==> src/rtl/div_pkg.sv <==
// Shared definitions for the sequential restoring divider.
// Provides the state encoding and a width helper for the iteration counter.
package div_pkg;

    typedef enum logic [1:0] {
        ST_IDLE = 2'd0,
        ST_CALC = 2'd1,
        ST_DONE = 2'd2
    } state_t;

    // Number of bits needed to hold values 0 .. value-1.
    function automatic int clog2(input int value);
        int r;
        r = 0;
        for (int i = 0; i < 31; i++) begin
            if ((1 << i) < value) begin
                r = i + 1;
            end
        end
        return r;
    endfunction

endpackage

==> src/rtl/div_step.sv <==
// One restoring-division iteration.
// Shifts the next dividend bit into the partial remainder and subtracts the divisor if it fits.
module div_step #(
    parameter int WIDTH = 8
) (
    input  logic [WIDTH-1:0] i_prem,
    input  logic             i_bit,
    input  logic [WIDTH-1:0] i_divisor,
    output logic [WIDTH-1:0] o_prem,
    output logic             o_qbit
);

    logic [WIDTH:0]   w_shifted;
    logic             w_borrow;
    logic [WIDTH-1:0] w_diff;

    assign w_shifted = {i_prem, i_bit};
    assign w_borrow  = (w_shifted < {1'b0, i_divisor});
    // When no borrow occurs the true difference is below the divisor, so W bits are enough.
    assign w_diff    = w_shifted[WIDTH-1:0] - i_divisor;
    assign o_prem    = w_borrow ? w_shifted[WIDTH-1:0] : w_diff;
    assign o_qbit    = ~w_borrow;

endmodule

==> src/rtl/seq_divider.sv <==
// Iterative radix-2 restoring divider: 2*WIDTH-bit dividend by WIDTH-bit divisor,
// one quotient bit per clock, with start/busy/done handshake.
module seq_divider
    import div_pkg::*;
#(
    parameter int WIDTH = 8
) (
    input  logic               clk,
    input  logic               rst_n,
    input  logic               start,
    input  logic [2*WIDTH-1:0] dividend,
    input  logic [WIDTH-1:0]   divisor,
    output logic               busy,
    output logic               done,
    output logic [2*WIDTH-1:0] quotient,
    output logic [WIDTH-1:0]   remainder,
    output logic               div_by_zero
);

    localparam int CNT_W = clog2(2*WIDTH + 1);

    state_t             r_state;
    logic [CNT_W-1:0]   r_cnt;
    logic [2*WIDTH-1:0] r_dvd_sh;
    logic [2*WIDTH-1:0] r_q;
    logic [WIDTH-1:0]   r_prem;
    logic [WIDTH-1:0]   r_dvs;
    logic               r_dbz;

    logic [WIDTH-1:0]   w_prem_next;
    logic               w_qbit;

    div_step #(.WIDTH(WIDTH)) u_step (
        .i_prem    (r_prem),
        .i_bit     (r_dvd_sh[2*WIDTH-1]),
        .i_divisor (r_dvs),
        .o_prem    (w_prem_next),
        .o_qbit    (w_qbit)
    );

    always_ff @(posedge clk) begin
        if (!rst_n) begin
            r_state     <= ST_IDLE;
            r_cnt       <= '0;
            busy        <= 1'b0;
            done        <= 1'b0;
            quotient    <= '0;
            remainder   <= '0;
            div_by_zero <= 1'b0;
        end else begin
            done <= 1'b0;
            case (r_state)
                ST_IDLE: begin
                    if (start) begin
                        r_dvs <= divisor;
                        if (divisor != '0) begin
                            r_dvd_sh <= dividend;
                            r_prem   <= '0;
                            r_q      <= '0;
                            r_cnt    <= CNT_W'(2*WIDTH);
                            r_dbz    <= 1'b0;
                            busy     <= 1'b1;
                            r_state  <= ST_CALC;
                        end else begin
                            // Divide by zero skips CALC; results are staged and published in DONE.
                            r_q     <= '1;
                            r_prem  <= dividend[WIDTH-1:0];
                            r_dbz   <= 1'b1;
                            r_state <= ST_DONE;
                        end
                    end
                end
                ST_CALC: begin
                    r_dvd_sh <= r_dvd_sh << 1;
                    r_prem   <= w_prem_next;
                    r_q      <= {r_q[2*WIDTH-2:0], w_qbit};
                    r_cnt    <= r_cnt - CNT_W'(1);
                    if (r_cnt == CNT_W'(1)) begin
                        busy    <= 1'b0;
                        r_state <= ST_DONE;
                    end
                end
                ST_DONE: begin
                    done        <= 1'b1;
                    quotient    <= r_q;
                    remainder   <= r_prem;
                    div_by_zero <= r_dbz;
                    r_state     <= ST_IDLE;
                end
                default: begin
                    r_state <= ST_IDLE;
                end
            endcase
        end
    end

endmodule

==> config.mk <==
export PLATFORM = sky130hd
export DESIGN_NAME = seq_divider
export DESIGN_NICKNAME = d
export VERILOG_FILES = /design/src/rtl/div_pkg.sv /design/src/rtl/div_step.sv /design/src/rtl/seq_divider.sv
export SDC_FILE = /design/constraint.sdc
export NUM_CORES = 1
export LEC_CHECK = 0
export ABC_AREA = 0
export CAP_MARGIN = 20
export CORE_AREA = 4 4 114 73
export CTS_CLUSTER_DIAMETER = 30
export DETAILED_ROUTE_END_ITERATION = 16
export DIE_AREA = 0 0 118 77
export HOLD_SLACK_MARGIN = 0.06
export PLACE_DENSITY = 0.77
export SLEW_MARGIN = 20
export SYNTH_ARGS = -nofsm -noshare
export SYNTH_HDL_FRONTEND = slang
export SYNTH_SLANG_ARGS = --single-unit
==> constraint.sdc <==
create_clock -name clk -period 2.2 [get_ports clk]
set_input_delay 0.44 -clock clk [delete_from_list [all_inputs] [get_ports clk]]
set_output_delay 0.44 -clock clk [all_outputs]
set_load 0.01 [all_outputs]
==> results of run 1 <==
-- worst max path at each step --
| stage | depth (start not counted) | endpoint | from | slack (ps) |
|---|---|---|---|---|
| 2_1_floorplan | 7 | r_prem[1] | r_prem[5] | 170 |
| 3_3_place_gp | 5 | r_q[6] | divisor[5] | -10 |
| 3_5_place_dp | 6 | r_prem[4] | r_prem[4] | -100 |
| 4_1_cts | 6 | r_prem[1] | r_prem[4] | 10 |
| 5_1_grt | 7 | r_prem[6] | r_prem[2] | -50 |
| 6_report | 6 | r_prem[4] | r_prem[6] | 30 |
-- worst reg2reg max path, delay by kind of cell, from the launching register on --
family,cells,cell delay [ps]
compound gates,3,630
fa+ha+maj,1,380
flops,1,410
mux,1,250
simple gates,1,240
-- area by class of cell --
class                           count  area (µm²)
Clock buffer                       13         262
Fill cell                         573        2210
Timing Repair Buffer               84         776
Inverter                           15        56.3
Sequential cell                    83        2150
Tap cell                           91         114
Multi-Input combinational cell    250        1560
Clock inverter                      3        11.3
-- layer usage --
layer	share of wire	vias to the layer above	wire (µm)	track usage
met1	0.50	1395	4310	0.289
met5	0	-	0	0
met2	0.43	90	3750	0.285
met3	0.057	8	491	0.0507
met4	0.011	0	91	0.0538
li1	-	1422	-	-
-- cells by family after synthesis --
family	synth area share
adders and majority gates	0.0381
buffers and inverters	0.0417
xor gates and xnor gates	0.00920
and+or+nand+nor	0.181
AOI/OAI and AO/OA	0.152
DFF	0.565
muxes	0.0131
-- through the flow --
stage / worst slack [ps] / util / instances / power [mW]
after floorplan: 171 / - / 366 / 2.24
after global placement: -11.6 / 0.644 / 522 / 2.48
after detailed placement: -97.5 / 0.644 / 522 / 2.51
after CTS: 10.7 / 0.683 / 538 / 3.89
after global routing: -46.7 / 0.690 / 539 / 4.07
final: 29.0 / 0.690 / 539 / 3.89
-- cell usage in the layout (no fill, tap or decap), types with 3 or more instances in the layout --
cell type        Yosys  layout
o21ai_0              8       8
nor2b_1              4       4
nand2b_1             4       3
a21o_1              18      18
dfxtp_1             34      34
clkdlybuf4s50_1      0      53
clkbuf_1             9       3
mux2i_1              5       5
clkinv_1             0       3
clkbuf_16            0      10
a21boi_0            25      25
ha_1                10       8
edfxtp_1            49      49
nand3_1              4       4
nor2_1              10       8
buf_4                0      30
inv_1               14      14
nor3_1               5       5
nand2_1            104     104
o31ai_1              3       3
a21oi_1              8       6
xnor2_1              3       3
-- repair_timing --
action | 4_1_cts | 5_1_grt
gates cloned | 0 | 1
pin swaps | 0 | 1
hold endpoints to repair | 0 | 0
endpoints found under the setup margin | 8 | 8
gates resized for setup | 1 | 7
-- registers in the layout, indices dropped and copies added, names as in the netlist --
register     count
r_state          2
quotient        16
remainder        8
r_cnt            5
r_dbz            1
div_by_zero      1
busy             1
done             1
r_dvs            8
r_dvd_sh        16
r_prem           8
r_q             16
-- where the power goes --
group / internal, mW / leakage (nW) / total (mW) / switching (mW)
Clock: 0.822 / 0.131 / 1.38 / 0.553
Combinational: 0.318 / 1.17 / 0.679 / 0.361
Sequential: 1.78 / 0.746 / 1.84 / 0.0576
==> metrics.txt, run 1 <==
Worst-Margin Slew between 600 and 700 ps; CTS buffer count 9; Vias about 2,900; drt drc 0; Final min period roughly 2200 ps; skew final approximately 4.9 ps; R2R depth 6; share of the synthesized area in the top cell type 0.386; DP Area around 4600 µm²; Yosys reg bits slightly above 80; Fin. Hold Viols 0; CP peak stage delay between 400 and 500 ps; Synth area leaders edfxtp_1, dfxtp_1, nand2_1, a21boi_0, a21o_1; initial antenna violation count 0; hold depth 2; Total GRT Usage 0.196; CP Capture Type flop; Area growth syn-to-layout 29.5%; gr ovfl total 0; async set or reset register ratio after synthesis 0; Post-Synthesis Net Count approximately 400; post-CTS setup buffers 0; Req. time, crit path around 2300 ps; Slew HR 0.573; Max Buffers Root-to-Sink 2; CTS Root Cell clkbuf_16; Final HPWL DP roughly 6 mm; delay-heaviest family, CP compound AO/OA/AOI/OAI gates; Cell Chain, Critical Path ha_1, and3_1, a221oi_4, o21ai_4, mux2i_1, o21ai_0; Crit Path Class reg2reg; reg2reg start r_prem[6]; Startpoint Class flop; Hold Path Class reg2reg; DR pass1 iterations 4; most common cell in the netlist nand2_1; Cells after Synth approximately 370; worst skew pair latency approximately 330 ps; Leak Pwr roughly 2 nW; vias in the first global route around 2,900; Sink Count 83; R2R Setup Slk ~29 ps; share of cells above drive strength 1 0.136; Total Routed Length ~8.6 mm; Mapped Area 3810 µm²; Clock transition at path regs about 60 ps; leading area contributor after synthesis edfxtp_1; via/cell ratio 5.41; endpoint with the worst hold slack quotient[14]; synth unique cells 51; first-pass GRT wire length roughly 14 mm; commonest cells in the netlist nand2_1, edfxtp_1, dfxtp_1; die height 77 µm; hold_buf cts 0; RePlAce Congestion ~0.80; Hold Worst Slack roughly 460 ps; Starting DRT DRC Count about 200; die width approximately 120 µm; CTS tree yes; Initial Util 0.533; crit share post-route 0.987; max-slew violations 0; TNS Setup 0 ps; largest net degree at the start of global routing 34; Max Fanout on Critical Path 6; top_reg_cell synth edfxtp_1; EDFF count, synth 49; CP max stage cell edfxtp_1; CP arrival 2240 ps; Max Cap Viol 0; ANT cells 0; maximum vdd ir drop about 0.48 mV; worst hold start quotient[14]; nets@finish between 400 and 500; antenna viol nets, final 0; Buf/Inv on CP 0; Critical R2R Capture r_prem[4]; syn avg cell area 10.4 µm²; outcome complete, no violations; sequential element share of the synthesized area 0.565; # setup viols final 0; synth warn 0; design area around 4900 µm²; Core ar. between 7000 and 8000 µm²; PwrDens around 790 nW/µm²; Port Buffer Count 53; num ports 54; H-Tree Depth 3; f_max 0.461 GHz; num rows 24; die area roughly 9100 µm²; routed len/inst about 16 µm
(Power assumes the default switching activity.)
==> run 2, diff against run 1 <==
--- a/config.mk
+++ b/config.mk
@@ -8,6 +8,7 @@
 export ABC_AREA = 0
 export CAP_MARGIN = 20
 export CORE_AREA = 4 4 114 73
+export CTS_BUF_LIST = sky130_fd_sc_hd__clkbuf_4 sky130_fd_sc_hd__clkbuf_8 sky130_fd_sc_hd__clkbuf_16
 export CTS_CLUSTER_DIAMETER = 30
 export DETAILED_ROUTE_END_ITERATION = 16
 export DIE_AREA = 0 0 118 77
==> metrics.txt, run 2 (same netlist as run 1, synthesis figures left out) <==
Starting DRT DRC Count 197 (+1.0%); pre-CTS WS -97.5 ps (unchanged); nets@finish 481 (unchanged); CP Capture Type flop; hold_buf cts 0 (unchanged); ANT cells 0 (unchanged); Startpoint Class flop; Clock transition at path regs 60 ps (about the same); Hold Path Class reg2reg; Slew HR 0.579 (+0.00664); die height 77 µm (unchanged); largest net degree at the start of global routing 34 (unchanged); outcome complete, no violations; Max Fanout on Critical Path 6 (unchanged); skew final 5.26 ps (+0.336 ps); die width 118 µm (unchanged); drt drc 0 (unchanged); Total Routed Length 8.67 mm (+0.18%); CP peak stage delay 410 ps (about the same); CTS Root Cell clkbuf_16; Area growth syn-to-layout 29.8%; die area 9090 µm² (unchanged); initial antenna violation count 0 (unchanged); post-CTS setup buffers 0 (unchanged); f_max 0.461 GHz (+0.14%); Tot Pwr 3.93 mW (+0.97%); CTS tree yes; Worst-Margin Slew 631 ps (-9.96 ps); Sink Count 83 (unchanged); H-Tree Depth 3 (unchanged); Max Buffers Root-to-Sink 2 (unchanged); vias in the first global route 2,874 (+0.070%); num ports 54 (unchanged); CP arrival 2240 ps (about the same); largest registers quotient x16, r_dvd_sh x16, r_q x16; RePlAce Congestion 0.800 (unchanged); max-slew violations 0 (unchanged); via/cell ratio 5.43 (+0.34%); Req. time, crit path 2270 ps (about the same); Cell Chain, Critical Path ha_1, and3_1, a221oi_4, o21ai_4, mux2i_1, o21ai_0; commonest non-fill, non-tap cells in the layout nand2_1, clkdlybuf4s50_1, edfxtp_1; num rows 24 (unchanged); Core ar. 7150 µm² (unchanged); crit share post-route 0.985 (-0.00134); design area 4940 µm² (+0.23%); DR pass1 iterations 4 (unchanged); DP Area 4600 µm² (unchanged); CTS buffer count 9 (unchanged); Max Cap Viol 0 (unchanged); # setup viols final 0 (unchanged); PnR worst setup slack 32.0 ps (+2.96 ps); Buf/Inv on CP 0 (unchanged); delay-heaviest family, CP compound AO/OA/AOI/OAI gates; Final HPWL DP 5.96 mm (unchanged); Final min period 2170 ps (-2.96 ps); maximum vdd ir drop 0.479 mV (+0.58%); Leak Pwr 2.06 nW (+0.50%); first-pass GRT wire length 14.3 mm (about the same); Initial Util 0.533 (unchanged); Port Buffer Count 53 (unchanged); worst skew pair latency 330 ps (about the same); gr ovfl total 0 (unchanged); share of cells above drive strength 1 0.143 (+0.00670); CP max stage cell edfxtp_1; Total GRT Usage 0.196 (about the same); Fin. Hold Viols 0 (unchanged); Vias 2,925 (+0.34%); routed len/inst 16.1 µm (+0.18%); commonest non-fill, non-tap cell in the layout nand2_1; Crit Path Class reg2reg; PwrDens 795 nW/µm² (+0.74%); antenna viol nets, final 0 (unchanged)
run 2: report_power, final:
group / leakage [nW] / internal [mW] / switching, mW
clock: 0.142 / 0.859 / 0.554
sequential: 0.746 / 1.78 / 0.0577
combinational: 1.17 / 0.318 / 0.361
run 2: metrics by stage:
stage	instances	util	setup TNS, ps	hold WS (ps)
after floorplan	366	-	0	462
after global placement	522	0.644	-26.8	452
after detailed placement	522	0.644	-509	462
after CTS	538	0.685	0	470
after global routing	539	0.692	-80.2	482
final	539	0.692	0	465
run 2: path summary, 6_finish.rpt:
kind / start / endpoint / slack [ps] / cells past startpoint
max: r_prem[6] / r_prem[4] / 30 / 6
min: quotient[14] / quotient[14] / 460 / 2
max reg2reg: r_prem[6] / r_prem[4] / 30 / 6
min reg2reg: quotient[14] / quotient[14] / 460 / 2
run 2: repair_timing:
action	4_1_cts	5_1_grt
endpoints found under the setup margin	8	8
cloned	0	1
hold endpoints to repair	0	0
pin swaps	0	1
resized for setup	1	7
run 2: final cells by class:
cell class / instances / area (µm²)
fillers: 575 / 2200
multi-input cells: 250 / 1560
well taps: 91 / 114
clock inverters: 3 / 11.3
inverters: 15 / 56.3
flip-flops and latches: 83 / 2150
clock buffers: 13 / 273
repair buffers: 84 / 776
run 2: worst register-to-register path, cell delays in order (launching register included):
cell and delay (ps):
edfxtp_1 410, ha_1 380, and3_1 240, a221oi_4 330, o21ai_4 170, mux2i_1 250, o21ai_0 130
run 2: metal layers:
layer  wire, µm  GRT usage
met5          0          0
met4         96     0.0538
met3        464     0.0485
met2       3820      0.287
met1       4290      0.289
